[src/rtl/add_pkg.sv]
// Shared types for the multi-cycle adder/subtractor: opcode encoding,
// controller states and the initial-carry rule applied at operand accept.
package add_pkg;

    typedef enum logic [1:0] {
        OP_ADD = 2'b00,
        OP_SUB = 2'b01,
        OP_ADC = 2'b10,
        OP_SBC = 2'b11
    } op_e;

    typedef enum logic [1:0] {
        IDLE = 2'b00,
        RUN  = 2'b01,
        DONE = 2'b10
    } state_e;

    // Subtraction is A + ~B + carry, so SUB forces carry 1 and SBC takes cin.
    function automatic logic init_carry(input op_e o, input logic cin);
        case (o)
            OP_ADD:  return 1'b0;
            OP_SUB:  return 1'b1;
            default: return cin;
        endcase
    endfunction

    // Low opcode bit selects the inverted B operand (SUB/SBC).
    function automatic logic is_sub(input op_e o);
        return o[0];
    endfunction

endpackage

[src/rtl/add_chunk.sv]
// Combinational CHUNK-bit ripple slice. c_msb is the carry into the top bit
// of the slice; on the most significant chunk it feeds the overflow flag.
module add_chunk #(
    parameter int CHUNK = 4
) (
    input  logic [CHUNK-1:0] a,
    input  logic [CHUNK-1:0] b,
    input  logic             ci,
    output logic [CHUNK-1:0] s,
    output logic             co,
    output logic             c_msb
);

    logic [CHUNK:0] cy;

    // Ripple the carry bit by bit through the slice.
    always_comb begin
        cy    = '0;
        s     = '0;
        cy[0] = ci;
        for (int i = 0; i < CHUNK; i++) begin
            s[i]    = a[i] ^ b[i] ^ cy[i];
            cy[i+1] = (a[i] & b[i]) | (cy[i] & (a[i] ^ b[i]));
        end
    end

    assign co    = cy[CHUNK];
    assign c_msb = cy[CHUNK-1];

endmodule

[src/rtl/add_seq.sv]
// Multi-cycle adder/subtractor: operands latched on start, summed CHUNK bits
// per clock LSB chunk first through one add_chunk slice, result and flags
// registered on entering DONE.
// Optional build macro ADD_SAT_EN: clamps the result to the signed extreme on
// overflow (cout stays unclamped, zero/neg follow the clamped value).
//
// state | meaning
// IDLE  | waiting for start; out/flags hold the last result
// RUN   | summing chunk k each cycle, k = 0..N-1
// DONE  | one cycle, done=1; start here is accepted back-to-back
module add_seq
    import add_pkg::*;
#(
    parameter int WIDTH = 16,
    parameter int CHUNK = 4
) (
    input  logic             clk,
    input  logic             reset,
    input  logic             start,
    input  logic [1:0]       op,
    input  logic             cin,
    input  logic [WIDTH-1:0] in1,
    input  logic [WIDTH-1:0] in2,
    output logic             busy,
    output logic             done,
    output logic [WIDTH-1:0] out,
    output logic             cout,
    output logic             ovf,
    output logic             zero,
    output logic             neg
);

    localparam int N  = WIDTH / CHUNK;
    localparam int KW = (N > 1) ? $clog2(N) : 1;

    state_e           state;
    logic [KW-1:0]    k;
    logic [WIDTH-1:0] a_reg;
    logic [WIDTH-1:0] b_reg;
    logic [WIDTH-1:0] res;
    logic             carry;

    logic [CHUNK-1:0] ch_a;
    logic [CHUNK-1:0] ch_b;
    logic [CHUNK-1:0] ch_s;
    logic             ch_co;
    logic             ch_cmsb;

    logic [WIDTH-1:0] res_next;
    logic [WIDTH-1:0] fin;
    logic             ovf_next;
    logic             last;
    op_e              op_sel;

    assign op_sel = op_e'(op);
    assign ch_a   = a_reg[k*CHUNK +: CHUNK];
    assign ch_b   = b_reg[k*CHUNK +: CHUNK];
    assign last   = (k == KW'(N - 1));

    add_chunk #(.CHUNK(CHUNK)) u_chunk (
        .a     (ch_a),
        .b     (ch_b),
        .ci    (carry),
        .s     (ch_s),
        .co    (ch_co),
        .c_msb (ch_cmsb)
    );

    // Merge the current chunk into the partial result and form the final
    // (optionally clamped) value used when the last chunk completes.
    always_comb begin
        res_next                      = res;
        res_next[k*CHUNK +: CHUNK]    = ch_s;
        ovf_next                      = ch_cmsb ^ ch_co;
`ifdef ADD_SAT_EN
        // Wrapped sign bit set means the true result was positive.
        if (ovf_next) begin
            fin = res_next[WIDTH-1] ? {1'b0, {(WIDTH-1){1'b1}}}
                                    : {1'b1, {(WIDTH-1){1'b0}}};
        end else begin
            fin = res_next;
        end
`else
        fin = res_next;
`endif
    end

    // Controller, chunk counter, operand/result registers and output flags.
    always_ff @(posedge clk) begin
        if (reset) begin
            state <= IDLE;
            k     <= '0;
            a_reg <= '0;
            b_reg <= '0;
            res   <= '0;
            carry <= 1'b0;
            busy  <= 1'b0;
            done  <= 1'b0;
            out   <= '0;
            cout  <= 1'b0;
            ovf   <= 1'b0;
            zero  <= 1'b0;
            neg   <= 1'b0;
        end else begin
            done <= 1'b0;
            case (state)
                IDLE, DONE: begin
                    if (start) begin
                        a_reg <= in1;
                        b_reg <= is_sub(op_sel) ? ~in2 : in2;
                        carry <= init_carry(op_sel, cin);
                        k     <= '0;
                        res   <= '0;
                        busy  <= 1'b1;
                        state <= RUN;
                    end else begin
                        state <= IDLE;
                    end
                end
                RUN: begin
                    res   <= res_next;
                    carry <= ch_co;
                    if (last) begin
                        k     <= '0;
                        busy  <= 1'b0;
                        done  <= 1'b1;
                        out   <= fin;
                        cout  <= ch_co;
                        ovf   <= ovf_next;
                        zero  <= (fin == '0);
                        neg   <= fin[WIDTH-1];
                        state <= DONE;
                    end else begin
                        k <= k + KW'(1);
                    end
                end
                default: state <= IDLE;
            endcase
        end
    end

endmodule

[config.mk]
export PLATFORM = sky130hd
export DESIGN_NAME = add_seq
export DESIGN_NICKNAME = d
export VERILOG_FILES = /design/src/rtl/add_pkg.sv /design/src/rtl/add_chunk.sv /design/src/rtl/add_seq.sv
export SDC_FILE = /design/constraint.sdc
export NUM_CORES = 1
export LEC_CHECK = 0
export ABC_CLOCK_PERIOD_IN_PS = 3700
export BUFFER_PORTS_ARGS = -buffer_cell sky130_fd_sc_hd__buf_4
export CAP_MARGIN = 20
export CORE_ASPECT_RATIO = 1.2
export CORE_MARGIN = 10
export CORE_UTILIZATION = 50
export CTS_CLUSTER_DIAMETER = 150
export DETAILED_ROUTE_END_ITERATION = 8
export GPL_ROUTABILITY_DRIVEN = 0
export PLACE_DENSITY = 0.75
export SYNTH_ARGS = -nofsm -noshare
export SYNTH_HDL_FRONTEND = slang
export SYNTH_SLANG_ARGS = --single-unit
[constraint.sdc]
create_clock -name clk -period 3.7 [get_ports clk]
set_clock_uncertainty 0.05 [all_clocks]
set_input_delay 0.37 -clock clk [delete_from_list [all_inputs] [get_ports clk]]
set_output_delay 0.37 -clock clk [all_outputs]
set_load 0.05 [all_outputs]
Word level (Yosys, flattened, before mapping)
Index checks and enable logic that the tools add are counted.
- memories kept: 0
- bits in read-only memories: 0
- input bits: 38
- RAM bits: 0
- output and inout bits: 22
- register bits after elaboration: 75
- bits in latches: 0
- shift operators: 4
- $lt $le $gt $ge: 0
- reductions and logical operators: 10
- div/mod/pow operators: 0
- $mul: 0
- mux-type cells: 17
- add/sub/neg operators: 2
- equality and inequality tests: 6
- bitwise logic cells: 23
- operator list (cell ; count):
    4-bit negator with 34-bit output ; 1
    4-bit by 34-bit variable shift with 16-bit output (first input constant) ; 1
    4-bit by 34-bit indexed part select with 16-bit output ; 1
    16-bit 2-to-1 mux ; 2
    16-bit one-hot mux with 2 select lines ; 1
    16-bit by 5-bit indexed part select with 4-bit output ; 2
    16-bit bitwise mux ; 1
    16-bit zero test ; 1
    16-bit inverter ; 1
    1-bit bitwise XOR ; 9
    1-bit bitwise AND ; 8
    2-bit one-hot mux with 2 select lines ; 2
    2-bit 2-to-1 mux ; 3
    1-bit one-hot mux with 2 select lines ; 3
    2-bit AND reduction ; 3
    1-bit 2-to-1 mux ; 5
    2-bit by 1-bit == test with 1-bit output (second input constant) ; 2
    2-bit == test (second input constant) ; 2
    2-bit zero test ; 2
    2-bit != test (second input constant) ; 2
    1-bit bitwise OR ; 4
    2-bit OR reduction ; 2
    3-bit AND reduction ; 1
    2-bit by 1-bit adder with 2-bit output (second input constant) ; 1
    other kinds (2) ; 2

Depth between registers and ports, before layout
- depth in word-level cells: 12
- mapped depth: 15
- mapped depth without buffers: 13

By module
From an unflattened synthesis, not the netlist that was laid out.
- cell total of the unflattened synthesis: 391
- area total of the unflattened synthesis: 3462.1 um2
- modules (own cells, without submodules) (module ; instances ; seq. area each (um2) ; area an instance (um2) ; cells each):
    add_seq ; 1 ; 1481.4 ; 3352.0 ; 379
    add_chunk ; 1 ; 0.0 ; 110.1 ; 12

Worst setup path after synthesis
No wires, ideal clock.
- kind: register to register
- start: register k[0]
- end: register zero
- stages on the path, launching flop included: 16
- period minus slack after synthesis: 3.755 ns
- slack: -0.055 ns
- path buffers: 2
- arrival: 3.634 ns
- path through: dfxtp_1 buf_2 buf_2 mux4_2 inv_1 fa_1 inv_1 fa_1 inv_1 fa_1 fa_1 inv_1 a31oi_1 nand4_1 or4_1 a21oi_1
- word-level cells in the longest chain between the ends: 12
- RTL lines (item ; RTL line ; RTL):
    start, declared ; add_seq.sv:37 ; logic [KW-1:0] k;
    start signal, assigned ; add_seq.sv:134 ; k <= k + KW'(1);
    16-bit by 5-bit indexed part select with 4-bit output (on tied branches) ; add_seq.sv:56, add_seq.sv:57 ;
    1-bit bitwise XOR ; add_chunk.sv:22, add_chunk.sv:23 ;
    1-bit bitwise AND ; add_chunk.sv:23 ; cy[i+1] = (a[i] & b[i]) | (cy[i] & (a[i] ^ b[i]));
    1-bit bitwise OR ; add_chunk.sv:23 ;
    1-bit bitwise AND ; add_chunk.sv:23 ;
    1-bit bitwise OR ; add_chunk.sv:23 ;
    1-bit bitwise AND ; add_chunk.sv:23 ;
    1-bit bitwise OR ; add_chunk.sv:23 ;
    1-bit bitwise XOR ; add_chunk.sv:22 ; s[i] = a[i] ^ b[i] ^ cy[i];
    4-bit by 34-bit indexed part select with 16-bit output ; add_seq.sv:73 ; res_next[k*CHUNK +: CHUNK] = ch_s;
    16-bit bitwise mux ; add_seq.sv:73 ;
    16-bit zero test ; add_seq.sv:130 ; zero <= (fin == '0);
    end signal, assigned ; add_seq.sv:130 ;
    end, declared ; add_seq.sv:29 ; output logic zero,
Several ways; a longest one is shown, not always the timed one.
A chain may end at the register's enable or synchronous reset.

Final worst setup path
Ends and elaborated chain as after synthesis.

==> results.toml <==
[run_status]
status = "complete, no violations"

[global_routing]
grt-ovfl-total = 0
grt_use_total = 0.1522
top_usage_layer = "met2"
antenna_found_initial = 0
gr-usage-met2 = 0.2402
grt_pass1_wl_mm = 12.75
grt_max_degree = 75
grt.met1_usage = 0.1861
first_global_vias = 2718
met3_usage = 0.05116

[worst_setup_path]
crit_required_ns = 3.92
cpMaxStageDelayCell = "or4_1"
cp.arrival_ns = 3.71
critPathMaxFanout = 5
crit_chain = "mux4_2 -> inv_1 -> fa_1 -> inv_1 -> fa_1 -> inv_1 -> fa_2 -> fa_1 -> inv_2 -> a31oi_4 -> nand4_1 -> or4_1 -> a21oi_1"
crit_path_end_kind = "flop"
path_class = "reg -> reg"
slowest_delay_ns = 0.54
setup.worst_path.start_class = "flop"

[final_layout]
multi_input_area_um2 = 1764
nFillCells = 570
synthToLayoutAreaGrowth_pct = 22.34
fin_area_um2 = 4125
layout_common_cells = "nor2_1, dfxtp_1, buf_4"
layoutNonFillerInstCount = 522
fin_util = 0.6360
drive_gt1_frac = 0.2288
final_common_cell = "nor2_1"
nets = 482
diodes = 0
register_area_um2 = 1484

[die]
die_h_um = 110.0
start_util = 0.5199
pin_count = 60
rows = 32
core_area_um2 = 6486
die_w_um = 94.97
die_area_um2 = 10440

[synth]
synth-edff-count = 0
ys_ff_latch = 74
synth_compound_area_frac = 0.1640
yosys.area_share.xor_xnor = 0.04416
synth_top_family_by_area = "simple AND/OR/NAND/NOR gates"
synthesis.area_um2 = 3372
synth.distinct_cells = 31
synth_area_per_cell_um2 = 8.758
syn_inst = 385
synth_adder_area_share = 0.04601
ys_async_sr_fraction = 0
synth_nets = 433
synth_ff_type = "dfxtp_1"
synth_top_area_cell = "dfxtp_1"
yosys-top-cells-area = "dfxtp_1, nor2_1, a211oi_1"
ys_warn_count = 0
synth_top_area_frac = 0.4393
muxShareOfSynthArea = 0.06234
synth-simple-area-share = 0.1929
synth_seq_area_share = 0.4393

[clock_tree]
cts_buffer_depth = 2
clkSinkCount = 74
cts.htree.levels = 3
clock-root-buffer = "clkbuf_8"
cts_tree = "built"
path_clk_slew_ns = 0.07
cts_made_buffers = 9
clk_latency_ns = 0.35
cts_hold_buffers = 0

[pwr]
powerDensity_nw_per_um2 = 418.3
cellLeakagePower_nw = 1.625
ir_drop_uv = 252.1

[timing]
min_period_ns = 3.492
setup_tns_ns = 0
fmax_mhz = 286.4
slew_headroom = 0.4965
setup-violations-final = 0
finalCritPeriodShare = 0.9438
fin_hold_ws_ns = 0.2145
tightest_slew_ns = 0.7553
rsz0062_at_grt = "no"
hold_viol_final = 0
slew_viol_final = 0

[drt]
finalWirelength_mm = 7.821
drtIter0Drc = 127
vias = 2778
drtPass1Iterations = 4
routedWlPerCell_um = 14.98
ant_nets = 0
drcViolationCount = 0
vias_per_cell = 5.322

[placement]
dp_cells = 507
dp_hpwl_mm = 5.657
io_buffers = 59
place_area_um2 = 3865

[job]
max_cap_violations = 0

[hold_path]
hp-class = "in -> reg"
## path summary, 6_finish.rpt
kind                                start        end  slack [ns]  cells after the start
worst min register to register  a_reg[15]  a_reg[15]        0.41                      2
worst max register to register       k[0]       zero        0.21                     13
worst min-delay path              in1[14]  a_reg[14]        0.21                      3
worst max-delay path                 k[0]       zero        0.21                     13
## layer usage
metal	share of wire	up-vias	routed length (um)
li1	-	1415	-
met5	0	-	0
met1	0.44	1265	3444
met2	0.48	85	3727
met3	0.065	13	506
met4	0.018	0	143
## cells in the mapped netlist (6+ instances only)
cell type	n
nor2_1	75
dfxtp_1	74
a21oi_1	37
a211oi_1	34
nand2_1	34
clkbuf_1	20
xnor2_1	17
inv_1	13
a31oi_1	9
and2b_1	9
mux4_2	8
nor2b_1	8
buf_2	6
ha_1	6
## per-stage QoR
step,setup WS (ns),power (mW)
global route,0.02134,1.805
finish,0.2078,1.725
global placement,0.1797,1.118
detailed placement,0.08144,1.124
floorplan,0.01409,1.041
CTS,0.04763,1.731
## worst max-delay path, delay by kind of cell (launching register included)
| family | cells | cell delay (ns) |
|---|---|---|
| DFF | 1 | 0.36 |
| AOI/OAI and AO/OA | 2 | 0.32 |
| and+or+nand+nor | 2 | 0.67 |
| adders and majority gates | 4 | 1.42 |
| muxes | 1 | 0.33 |
| buffers and inverters | 4 | 0.26 |
## power breakdown
group	internal, mW	total (mW)	switching [mW]
Clock	0.338	0.609	0.270
Combinational	0.114	0.267	0.154
Sequential	0.830	0.850	0.0197
Total	1.28	1.73	0.444
## logic make-up (layout without fill, tap and decap cells)
| kind of cell | after synthesis | in the layout |
|---|---|---|
| xor+xnor | 17 | 17 |
| mux | 11 | 11 |
| fa+ha+maj | 10 | 10 |
| flops | 74 | 74 |
| compound gates | 86 | 86 |
| simple gates | 144 | 144 |
| buf+inv | 43 | 95 |
## layout make-up
cell class              instances  area share
clock buffers                  11     0.03670
clock inverters                 3    0.009706
inverters                      13     0.01183
multi-input cells             268      0.4277
flip-flops and latches         74      0.3597
well taps                      85     0.02578
repair buffers                 68      0.1286
## repair_timing
action,4_1_cts,5_1_grt
setup buffers,0,0
endpoints found under the setup margin,0,1
gates resized for setup,0,9
(Power assumes the default switching activity.)
